[src/rtl/segment_bus_decoder.sv]
`default_nettype none
// ============================================================================
//  Module   : segment_bus_decoder
//  Purpose  : Receiver for a scanned 4-digit active-low 7-segment bus.
//             Recovers the displayed characters as ASCII, applies a per-digit
//             stability filter, and flags glitches, scan loss and bad patterns.
//  Options  : SEGDEC_INPUT_SYNC_EN - adds a 2-flop input synchronizer
//             (latency +2 cycles)
//  Revision : 1.0 - initial release
// ============================================================================
module segment_bus_decoder #(
  parameter int STABLE_SCANS   = 2,
  parameter int TIMEOUT_CYCLES = 1024,
  parameter int TO_W           = 11
) (
  input  logic       clk_i,
  input  logic       rst_i,
  input  logic [7:0] segment_i,
  input  logic [3:0] dig_i,
  output logic [7:0] char1_o,
  output logic [7:0] char2_o,
  output logic [7:0] char3_o,
  output logic [7:0] char4_o,
  output logic       update_o,
  output logic       valid_o,
  output logic       bad_char_o,
  output logic       glitch_o
);

  localparam logic [3:0]      C_STABLE  = 4'(STABLE_SCANS);
  localparam logic [TO_W-1:0] C_TIMEOUT = TO_W'(TIMEOUT_CYCLES);
  localparam logic [TO_W-1:0] C_TO_ONE  = TO_W'(1);

  logic [7:0] seg_in;
  logic [3:0] dig_in;

`ifdef SEGDEC_INPUT_SYNC_EN
  logic [7:0] seg_s1_q, seg_s2_q;
  logic [3:0] dig_s1_q, dig_s2_q;

  // Two-flop synchronizer; resets to an all-blank bus
  always_ff @(posedge clk_i) begin
    if (rst_i) begin
      seg_s1_q <= 8'hFF;
      seg_s2_q <= 8'hFF;
      dig_s1_q <= 4'hF;
      dig_s2_q <= 4'hF;
    end else begin
      seg_s1_q <= segment_i;
      seg_s2_q <= seg_s1_q;
      dig_s1_q <= dig_i;
      dig_s2_q <= dig_s1_q;
    end
  end

  assign seg_in = seg_s2_q;
  assign dig_in = dig_s2_q;
`else
  assign seg_in = segment_i;
  assign dig_in = dig_i;
`endif

  logic [7:0] seg_q;
  logic [3:0] sel_q;

  // Stage 0: register the bus and convert to active-high
  always_ff @(posedge clk_i) begin
    if (rst_i) begin
      seg_q <= 8'h00;
      sel_q <= 4'h0;
    end else begin
      seg_q <= ~seg_in;
      sel_q <= ~dig_in;
    end
  end

  // Pattern to ASCII; bit 8 flags a pattern with no decode
  function automatic logic [8:0] decode_seg(input logic [7:0] p);
    logic [8:0] r;
    r = {1'b0, 8'h3F};
    case (p)
      8'h3F: r[7:0] = "0";   8'h30: r[7:0] = "1";   8'h5B: r[7:0] = "2";
      8'h4F: r[7:0] = "3";   8'h66: r[7:0] = "4";   8'h6D: r[7:0] = "5";
      8'h7D: r[7:0] = "6";   8'h07: r[7:0] = "7";   8'h7F: r[7:0] = "8";
      8'h67: r[7:0] = "9";   8'h77: r[7:0] = "A";   8'h7C: r[7:0] = "B";
      8'h39: r[7:0] = "C";   8'h5E: r[7:0] = "D";   8'h79: r[7:0] = "E";
      8'h71: r[7:0] = "F";   8'h3D: r[7:0] = "G";   8'h34: r[7:0] = "H";
      8'h0E: r[7:0] = "J";   8'h36: r[7:0] = "K";   8'h38: r[7:0] = "L";
      8'h37: r[7:0] = "M";   8'h54: r[7:0] = "N";   8'h5C: r[7:0] = "O";
      8'h7B: r[7:0] = "P";   8'hBF: r[7:0] = "Q";   8'h31: r[7:0] = "R";
      8'h2D: r[7:0] = "S";   8'h78: r[7:0] = "T";   8'h1C: r[7:0] = "U";
      8'h2A: r[7:0] = "V";   8'h3E: r[7:0] = "W";   8'h6E: r[7:0] = "Y";
      8'h1B: r[7:0] = "Z";   8'h86: r[7:0] = "!";   8'h22: r[7:0] = 8'h22;
      8'h20: r[7:0] = 8'h27; 8'h40: r[7:0] = "-";   8'h80: r[7:0] = ".";
      8'h48: r[7:0] = "=";   8'h08: r[7:0] = "_";   8'h00: r[7:0] = 8'h20;
      default: r = {1'b1, 8'h3F};
    endcase
    return r;
  endfunction

  logic [3:0]      prev_q;
  logic [7:0]      cand_q [4];
  logic [3:0]      cnt_q  [4];
  logic [3:0]      flags_q;
  logic [TO_W-1:0] to_q;
  logic [7:0]      char_q [4];
  logic            update_q, valid_q, bad_q, glitch_q;

  logic            onehot, multi, visit, match, commit, timeout_now;
  logic [1:0]      dig_idx;
  logic [3:0]      cnt_cur, cnt_new;
  logic [8:0]      dec;
  logic [3:0]      flags_d;
  logic [TO_W-1:0] to_d;

  // Visit detection: a new visit is a one-hot cycle whose digit differs
  // from the previous cycle's active digit (blank/glitch leave none)
  always_comb begin
    onehot  = (sel_q != 4'h0) && ((sel_q & (sel_q - 4'd1)) == 4'h0);
    multi   = (sel_q != 4'h0) && !onehot;
    visit   = onehot && (sel_q != prev_q);
    dig_idx = 2'd0;
    for (int i = 0; i < 4; i++) begin
      if (sel_q[i]) dig_idx = 2'(i);
    end
  end

  // Stability filter, commit decision, timeout and VALID next-state.
  // Reaching the timeout also clears the match counts so a resumed scan
  // re-qualifies every digit from scratch.
  always_comb begin
    cnt_cur     = cnt_q[dig_idx];
    match       = (cand_q[dig_idx] == seg_q);
    cnt_new     = match ? ((cnt_cur >= C_STABLE) ? C_STABLE : cnt_cur + 4'd1) : 4'd1;
    commit      = visit && (cnt_new == C_STABLE) && (!match || (cnt_cur != C_STABLE));
    dec         = decode_seg(seg_q);
    timeout_now = (to_q == C_TIMEOUT);
    flags_d     = timeout_now ? 4'h0 : flags_q;
    if (commit) flags_d[dig_idx] = 1'b1;
    if (visit)            to_d = '0;
    else if (timeout_now) to_d = to_q;
    else                  to_d = to_q + C_TO_ONE;
  end

  // Filter/flag/counter state and registered outputs
  always_ff @(posedge clk_i) begin
    if (rst_i) begin
      prev_q   <= 4'h0;
      flags_q  <= 4'h0;
      to_q     <= '0;
      update_q <= 1'b0;
      valid_q  <= 1'b0;
      bad_q    <= 1'b0;
      glitch_q <= 1'b0;
      for (int i = 0; i < 4; i++) begin
        cand_q[i] <= 8'h00;
        cnt_q[i]  <= 4'd0;
        char_q[i] <= 8'h20;
      end
    end else begin
      prev_q   <= onehot ? sel_q : 4'h0;
      flags_q  <= flags_d;
      to_q     <= to_d;
      valid_q  <= (&flags_d) && (to_d != C_TIMEOUT);
      glitch_q <= multi;
      update_q <= 1'b0;
      bad_q    <= 1'b0;
      for (int i = 0; i < 4; i++) begin
        if (visit && (dig_idx == 2'(i))) begin
          cand_q[i] <= seg_q;
          cnt_q[i]  <= cnt_new;
        end else if (timeout_now) begin
          cnt_q[i]  <= 4'd0;
        end
      end
      if (commit) begin
        char_q[dig_idx] <= dec[7:0];
        update_q        <= (dec[7:0] != char_q[dig_idx]);
        bad_q           <= dec[8];
      end
    end
  end

  assign char1_o    = char_q[3];
  assign char2_o    = char_q[2];
  assign char3_o    = char_q[1];
  assign char4_o    = char_q[0];
  assign update_o   = update_q;
  assign valid_o    = valid_q;
  assign bad_char_o = bad_q;
  assign glitch_o   = glitch_q;

endmodule
`default_nettype wire

[config.mk]
export PLATFORM = sky130hd
export DESIGN_NAME = segment_bus_decoder
export DESIGN_NICKNAME = d
export VERILOG_FILES = /design/src/rtl/segment_bus_decoder.sv
export SDC_FILE = /design/constraint.sdc
export NUM_CORES = 1
export LEC_CHECK = 0
export BUFFER_PORTS_ARGS = -buffer_cell sky130_fd_sc_hd__buf_2
export CORE_MARGIN = 1.5
export CORE_UTILIZATION = 63
export CTS_BUF_LIST = sky130_fd_sc_hd__clkbuf_8
export CTS_CLUSTER_DIAMETER = 150
export CTS_CLUSTER_SIZE = 20
export DETAILED_ROUTE_END_ITERATION = 12
export GPL_TIMING_DRIVEN = 0
export HOLD_SLACK_MARGIN = 0.12
export PLACE_DENSITY_LB_ADDON = 0.08
export SETUP_SLACK_MARGIN = 0.4
export SLEW_MARGIN = 20
export SYNTH_ARGS = -nofsm -noshare
export SYNTH_HDL_FRONTEND = slang
export SYNTH_SLANG_ARGS = --single-unit
[constraint.sdc]
create_clock -name clk_i -period 4 [get_ports clk_i]
set_clock_uncertainty 0.1 [all_clocks]
set_input_delay 0.8 -clock clk_i [delete_from_list [all_inputs] [get_ports clk_i]]
set_output_delay 0.8 -clock clk_i [all_outputs]
set_load 0.02 [all_outputs]
==> results by group, run 1 <==
Worst setup path
  • FF-to-FF End: char_q[2][5]
  • CP endpoint kind: flop
  • WS Path Type: flop to flop
  • Worst-path fanout max: 10
  • FF-to-FF setup slack: 0.58 ns
  • Crit Reg-Reg Startpoint: sel_q[1]
  • CP Data Required Time: 3.98 ns
  • CP Data Arrival Time: 3.41 ns
  • Worst r2r path cells: 13
  • CP Launch Type: flop

Clock tree
  • Root buffer cell: clkbuf_8
  • Cts hold-fix bufs: 0
  • H-tree depth: 3
  • CTS tree: built
  • Number of buffers created by CTS: 9
  • Clock Path Buffers: 2
  • Worst-Skew Late Latency: 0.39 ns
  • Clock Pin Slew Worst Setup and Hold Paths: 0.11 ns
  • CTS Sinks: 111

Hold path
  • Hold path depth: 2
  • Hold EP: flags_q[1]
  • Worst Min Path Start: flags_q[1]
  • Min-delay worst type: flop to flop

Placement
  • Port Buf Inserts: 45
  • Placed cell area: 6950 µm²
  • Final HPWL DP: 12800 µm
  • GP Congestion: 0.973
  • Placed Instances: 876

Power
  • Leak Pwr: 2.75 nW
  • Sequential power share: 54.0%
  • Power, Total: 0.00241 W
  • Cell internal pwr: 0.00171 W
  • Sw power: 0.000693 W
  • Pwr Density: 335 nW/µm²
  • Sw Ratio: 28.8%
  • Gate power share: 17.6%
  • VDD IR max: 0.383 mV
  • Clk pwr share: 28.4%

Routing
  • Routed vias/inst: 6.36
  • Drt first-iter violations: 478
  • Final ANT Viol Nets: 0
  • Drt pass-1 iters: 5
  • Routed WL per cell: 19.6 µm
  • Detailed-route DRC error count: 0
  • Routed wire length: 17500 µm
  • Vias: 5684

Global routing
  • Largest net degree at the start of global routing: 19
  • Total gr overflow: 0
  • Global-route wire length before repair: 28200 µm
  • Vias in the first global route: 5573
  • GR Util All Layers: 32.9%
  • Initial antenna violation count: 0

Run
  • Total of max-cap violations: 0

Logic synthesis
  • Cell area after synthesis: 6530 µm²
  • Netlist cell types: 81
  • Post-synthesis area per instance: 9.45 µm²
  • Post-synth EDFFs: 76
  • Sequential area share after synthesis: 45.7%
  • Fraction of registers with async set/reset: 0%
  • Synth Register Bits: 111
  • Mapped Cells: 691
  • Top_reg_cell synth: edfxtp_1
  • Yosys warning count: 0

STA
  • Number of setup violations in the final report: 0
  • Hold Fails Final Rpt: 0
  • Fin Setup TNS: 0 ns
  • Tcrit/Tclk final: 85.6%
  • Fin. max-slew vios: 0
  • RSZ-0062 raised after global routing: false
  • Highest clock rate: 292 MHz
  • Minimum clock period: 3.42 ns
  • Rel. slew slack: 35.8%
  • Worst Max-Slew Pin Slew: 0.956 ns

Die
  • Core outline area: 9910 µm²
  • Number of I/O pins: 50
  • Initial Utilization: 65.9%
  • Die Area: 11000 µm²
  • Row cnt: 36
  • Die height: 105 µm
  • Die Span X: 105 µm

Cells and area
  • Post-Layout Cell Count: 894
  • Share of cells above drive strength 1: 18.0%
  • Layout Utilization: 72.4%
  • Final nets: 774
  • Diode count: 0
  • Post-route cell area: 7180 µm²
  • Synthesis-to-layout area growth: 9.91%

Status
  • Status: finished, final reports clean
[routing by layer]
metal,share of wire (%),track usage (%),vias to the layer above
met3,11,8.80,37
met1,40,42.7,2681
li1,-,-,2621
met5,0,0,-
met2,47,53.7,345
met4,2.1,10.5,0
[layout by cell type, fill, tap and decap left out, drive strengths merged, types with 4 or more instances in the layout]
cell type / n
clkinv: 5
nor2: 80
buf: 84
edfxtp: 76
or2: 7
clkbuf: 33
nand2b: 30
xor2: 14
nand2: 45
or3: 7
mux2: 9
mux2i: 17
inv: 22
nor4: 16
xnor2: 7
or3b: 8
nor3: 45
a211oi: 11
ha: 4
a21oi: 19
nand3: 27
and2: 16
nand3b: 6
o21ai: 20
a31oi: 8
conb: 8
nand4: 7
dfxtp: 35
nor3b: 5
o2111ai: 6
nor2b: 5
and3: 21
o22ai: 6
or4: 8
[logic make-up after synthesis]
kind of cell    synth area share, %
simple gates                   29.0
flops                          45.7
compound gates                 10.9
buf+inv                        6.48
mux                            4.33
xor+xnor                       2.82
fa+ha+maj                     0.766
other cells                  0.0574
[worst max-delay path, stage by stage, from the launching register on]
cell	delay, ns
dfxtp_1	0.35
buf_6	0.17
buf_4	0.23
mux2i_1	0.23
o21ai_0	0.15
mux2i_1	0.27
inv_1	0.12
ha_1	0.32
nor3b_1	0.22
a2bb2oi_1	0.14
a211oi_4	0.21
buf_4	0.19
nand3_1	0.14
nand2b_2	0.27
[worst max-delay path by stage]
| stage | start | to | slack, ns | cells after the start |
|---|---|---|---|---|
| after floorplan | sel_q[1] | char_q[3][0] | 1.07 | 12 |
| after global placement | sel_q[1] | char_q[2][3] | 0.54 | 12 |
| after detailed placement | sel_q[1] | char_q[2][1] | 0.30 | 12 |
| after CTS | sel_q[1] | char_q[3][6] | 0.48 | 13 |
| after global routing | sel_q[1] | char_q[0][4] | 0.38 | 14 |
| final | sel_q[1] | char_q[2][5] | 0.58 | 13 |
[through the flow]
| stage | worst slack [ns] | hold slack (ns) |
|---|---|---|
| CTS | 0.477 | 0.371 |
| finish | 0.577 | 0.373 |
| detailed placement | 0.297 | 0.356 |
| global placement | 0.538 | 0.344 |
| global route | 0.384 | 0.412 |
| floorplan | 1.07 | 0.336 |
[registers in the layout, summed over array words and instances (netlist names)]
| register | flops |
|---|---|
| to_q | 11 |
| update_o | 1 |
| valid_o | 1 |
| cnt_q | 16 |
| seg_q | 8 |
| glitch_o | 1 |
| flags_q | 4 |
| sel_q | 4 |
| bad_char_o | 1 |
| prev_q | 4 |
| cand_q | 32 |
| char_q | 28 |
[cell usage after synthesis (7+ instances only)]
cell	count	share of area, %
inv_1	10	0.57
o21ai_0	14	1.1
and3_1	21	2.0
a31oi_1	8	0.77
buf_4	14	1.6
inv_2	10	0.57
or3_1	7	0.67
nand2_1	45	2.6
edfxtp_1	76	35
nor2_1	80	4.6
nand4_1	7	0.67
nand2b_1	30	2.9
clkbuf_1	24	1.4
and2_1	15	1.4
xor2_1	14	1.9
nand3_1	26	2.0
dfxtp_1	35	11
buf_2	17	1.3
nor3_1	45	3.4
mux2i_1	17	2.6
xnor2_1	7	0.94
a21oi_1	18	1.4
a211oi_1	10	1.1
nor4_1	14	1.3
[power groups by stage]
stage               clock network, W  logic (W)  registers [W]
finish                      0.000683   0.000423        0.00130
global route                0.000723   0.000458        0.00131
CTS                         0.000684   0.000410        0.00130
detailed placement                 0   0.000408        0.00133
global placement                   0   0.000396        0.00132
floorplan                          0   0.000286        0.00133
[area by class of cell]
| type | count | area [µm²] |
|---|---|---|
| fillers | 716 | 2730 |
| multi-input cells | 504 | 3160 |
| repair buffers | 47 | 240 |
| flip-flops and latches | 111 | 2980 |
| inverters | 22 | 82.6 |
| well taps | 133 | 166 |
| plain buffers | 61 | 343 |
| clock buffers | 9 | 124 |
| clock inverters | 7 | 73.8 |
[repair_timing]
action,in CTS,in global routing
setup endpoints to repair,28,57
pin swaps,1,0
buffers inserted,1,1
resized for setup,3,4
(Power assumes the default switching activity.)
==> inputs of run 2 (changes only) <==
--- a/config.mk
+++ b/config.mk
@@ -6,8 +6,10 @@
 export NUM_CORES = 1
 export LEC_CHECK = 0
 export BUFFER_PORTS_ARGS = -buffer_cell sky130_fd_sc_hd__buf_2
+export CELL_PAD_IN_SITES_DETAIL_PLACEMENT = 1
+export CELL_PAD_IN_SITES_GLOBAL_PLACEMENT = 1
 export CORE_MARGIN = 1.5
-export CORE_UTILIZATION = 63
+export CORE_UTILIZATION = 49
 export CTS_BUF_LIST = sky130_fd_sc_hd__clkbuf_8
 export CTS_CLUSTER_DIAMETER = 150
 export CTS_CLUSTER_SIZE = 20
==> run 2 against run 1 <==
Against the previous run:
- non-clock buffer count increased by 2
- critical path depth is 1 higher
- design area up 1.1%
- hold slack improved by 0.022 ns
- via count grew 3.6%
- sequential share of layout area shrank 0.47 points
- cell count rose by 4.6%
- count of clock-buffer cells in the layout rose by 1
- register-to-register slack better by 0.03 ns
- die area grew 28%
- critical endpoint is now char_q[1][4]
- highest routed layer unchanged
==> results by group, run 2 (synthesis results as in run 1) <==
STA
  • Minimum clock period: 3.39 ns (-0.0299 ns)
  • Number of setup violations in the final report: 0 (unchanged)
  • Fin. max-slew vios: 0 (unchanged)
  • Highest clock rate: 295 MHz (+0.88%)
  • Worst Max-Slew Pin Slew: 0.859 ns (-0.0966 ns)
  • Hold Fails Final Rpt: 0 (unchanged)
  • Tcrit/Tclk final: 84.8% (-0.75 points)
  • Fin Setup TNS: 0 ns (unchanged)
  • Hold_ws: 0.395 ns (+0.0216 ns)
  • Post-route setup slack: 0.607 ns (+0.0299 ns)
  • Rel. slew slack: 42.3% (+6.5 points)
  • RSZ-0062 raised after global routing: false

Cells and area
  • Commonest non-fill, non-tap cell in the layout: nor2_1
  • # fillers: 1507 (+110%)
  • Biggest register: cand_q
  • Layout Utilization: 56.6% (-16 points)
  • Final nets: 776 (+0.26%)
  • Commonest cells after routing, fill and taps aside: 80 x nor2_1, 76 x edfxtp_1, 61 x buf_2
  • Top flop regs: cand_q: 32 flops, char_q: 28 flops, cnt_q: 16 flops
  • Synthesis-to-layout area growth: 11.2%
  • Number of flip-flops under the largest register name: 32 (unchanged)
  • Diode count: 0 (unchanged)
  • Share of cells above drive strength 1: 18.3% (+0.35 points)

Hold path
  • Min-delay worst type: flop to flop

Routing
  • Detailed-route DRC error count: 0 (unchanged)
  • Final ANT Viol Nets: 0 (unchanged)
  • Vias: 5887 (+3.6%)
  • Routed wire length: 21100 µm (+21%)
  • Drt first-iter violations: 440 (-7.9%)
  • Routed vias/inst: 6.30 (-0.97%)
  • Drt pass-1 iters: 7 (+2)
  • Routed WL per cell: 22.6 µm (+16%)

Global routing
  • Global-route wire length before repair: 33100 µm (+17%)
  • Largest net degree at the start of global routing: 19 (unchanged)
  • GR Util All Layers: 30.5% (-2.4 points)
  • Total gr overflow: 0 (unchanged)
  • Vias in the first global route: 6055 (+8.6%)
  • Initial antenna violation count: 0 (unchanged)

Die
  • Die Span X: 118 µm (+13%)
  • Row cnt: 41 (+14%)
  • Number of I/O pins: 50 (unchanged)
  • Die height: 118 µm (+13%)
  • Initial Utilization: 50.9% (-15 points)
  • Core outline area: 12800 µm² (+29%)
  • Die Area: 14000 µm² (+28%)

Worst setup path
  • WS Path Type: flop to flop
  • Slowest cell on crit path: buf_2
  • Worst-path fanout max: 10 (unchanged)
  • Cells along the critical path: buf_2 > buf_2 > buf_2 > nand2_1 > o31ai_2 > buf_4 > ha_1 > nor3b_1 > a2bb2oi_1 > a211oi_4 > buf_12 > and2_2 > o21ai_1 > nor2_1
  • Worst Path Buf+Inv: 5 (+1)
  • CP delay by family, top: buffers and inverters
  • CP endpoint kind: flop
  • Most used cell, CP: buf_2
  • Critical Path Max Stage Delay: 0.35 ns (about the same)
  • CP Data Arrival Time: 3.42 ns (about the same)
  • CP Data Required Time: 4.02 ns (+0.04 ns)
  • CP Launch Type: flop

Clock tree
  • H-tree depth: 3 (unchanged)
  • Worst-Skew Late Latency: 0.39 ns (about the same)
  • Clock Pin Slew Worst Setup and Hold Paths: 0.11 ns (about the same)
  • Number of buffers created by CTS: 9 (unchanged)
  • Root buffer cell: clkbuf_8
  • CTS Sinks: 111 (unchanged)
  • Clock Path Buffers: 2 (unchanged)
  • CTS tree: built

Placement
  • Port Buf Inserts: 45 (unchanged)
  • Final HPWL DP: 15800 µm (+23%)
  • Dpl ws: 0.269 ns (-0.0276 ns)
  • GP Congestion: 0.954 (-1.9%)

Power
  • Leak Pwr: 2.77 nW (+0.79%)
  • VDD IR max: 0.216 mV (-44%)
  • Power, Total: 0.00247 W (+2.8%)
  • Pwr Density: 341 nW/µm² (+1.7%)

Status
  • Status: finished, final reports clean

Run
  • Total of max-cap violations: 0 (unchanged)
==> run 2: repair_timing <==
action	CTS	global route
resized for setup	3	4
endpoints found under the setup margin	29	58
pin swaps	1	2
hold buffers	0	0
setup buffers	0	4
==> run 2: power breakdown <==
part           total (W)  switching (W)  internal, W  leakage [nW]
sequential       0.00130      0.0000276      0.00128          1.06
clock           0.000726       0.000415     0.000311         0.108
combinational   0.000445       0.000295     0.000150          1.60
total            0.00247       0.000738      0.00174          2.77
==> run 2: area by class of cell <==
cell class / instances / area, µm² / area share, %
sequential: 111 / 2980 / 41.1
tap: 172 / 215 / 2.97
multi-input combinational: 504 / 3160 / 43.5
inverter: 22 / 82.6 / 1.14
clock buffer: 10 / 138 / 1.90
timing repair buffer: 49 / 268 / 3.69
clock inverter: 6 / 65.1 / 0.896
buffer: 61 / 347 / 4.78
==> run 2: metrics by stage <==
step | area, µm² | instances
after floorplan | 6560 | 698
after global placement | 7000 | 915
after detailed placement | 7000 | 915
after CTS | 7210 | 931
after global routing | 7260 | 935
final | 7260 | 935
==> run 2: final timing paths <==
path	startpoint	to	slack (ns)	depth (start not counted)
max	sel_q[3]	char_q[1][4]	0.61	14
min	flags_q[0]	flags_q[0]	0.39	2
max reg2reg	sel_q[3]	char_q[1][4]	0.61	14
min reg2reg	flags_q[0]	flags_q[0]	0.39	2
==> run 2: worst min-delay path, stage by stage, from the launching register on <==
cell and delay, ns:
dfxtp_1 0.31, nand2_1 0.07, a21oi_2 0.07
==> run 2: routing by layer <==
layer	global-route usage [%]	wire, µm	up-vias
li1	-	-	2633
met1	39.0	8980	2952
met2	51.2	10200	251
met3	6.23	1300	51
met4	11.3	662	0
met5	0	0	-
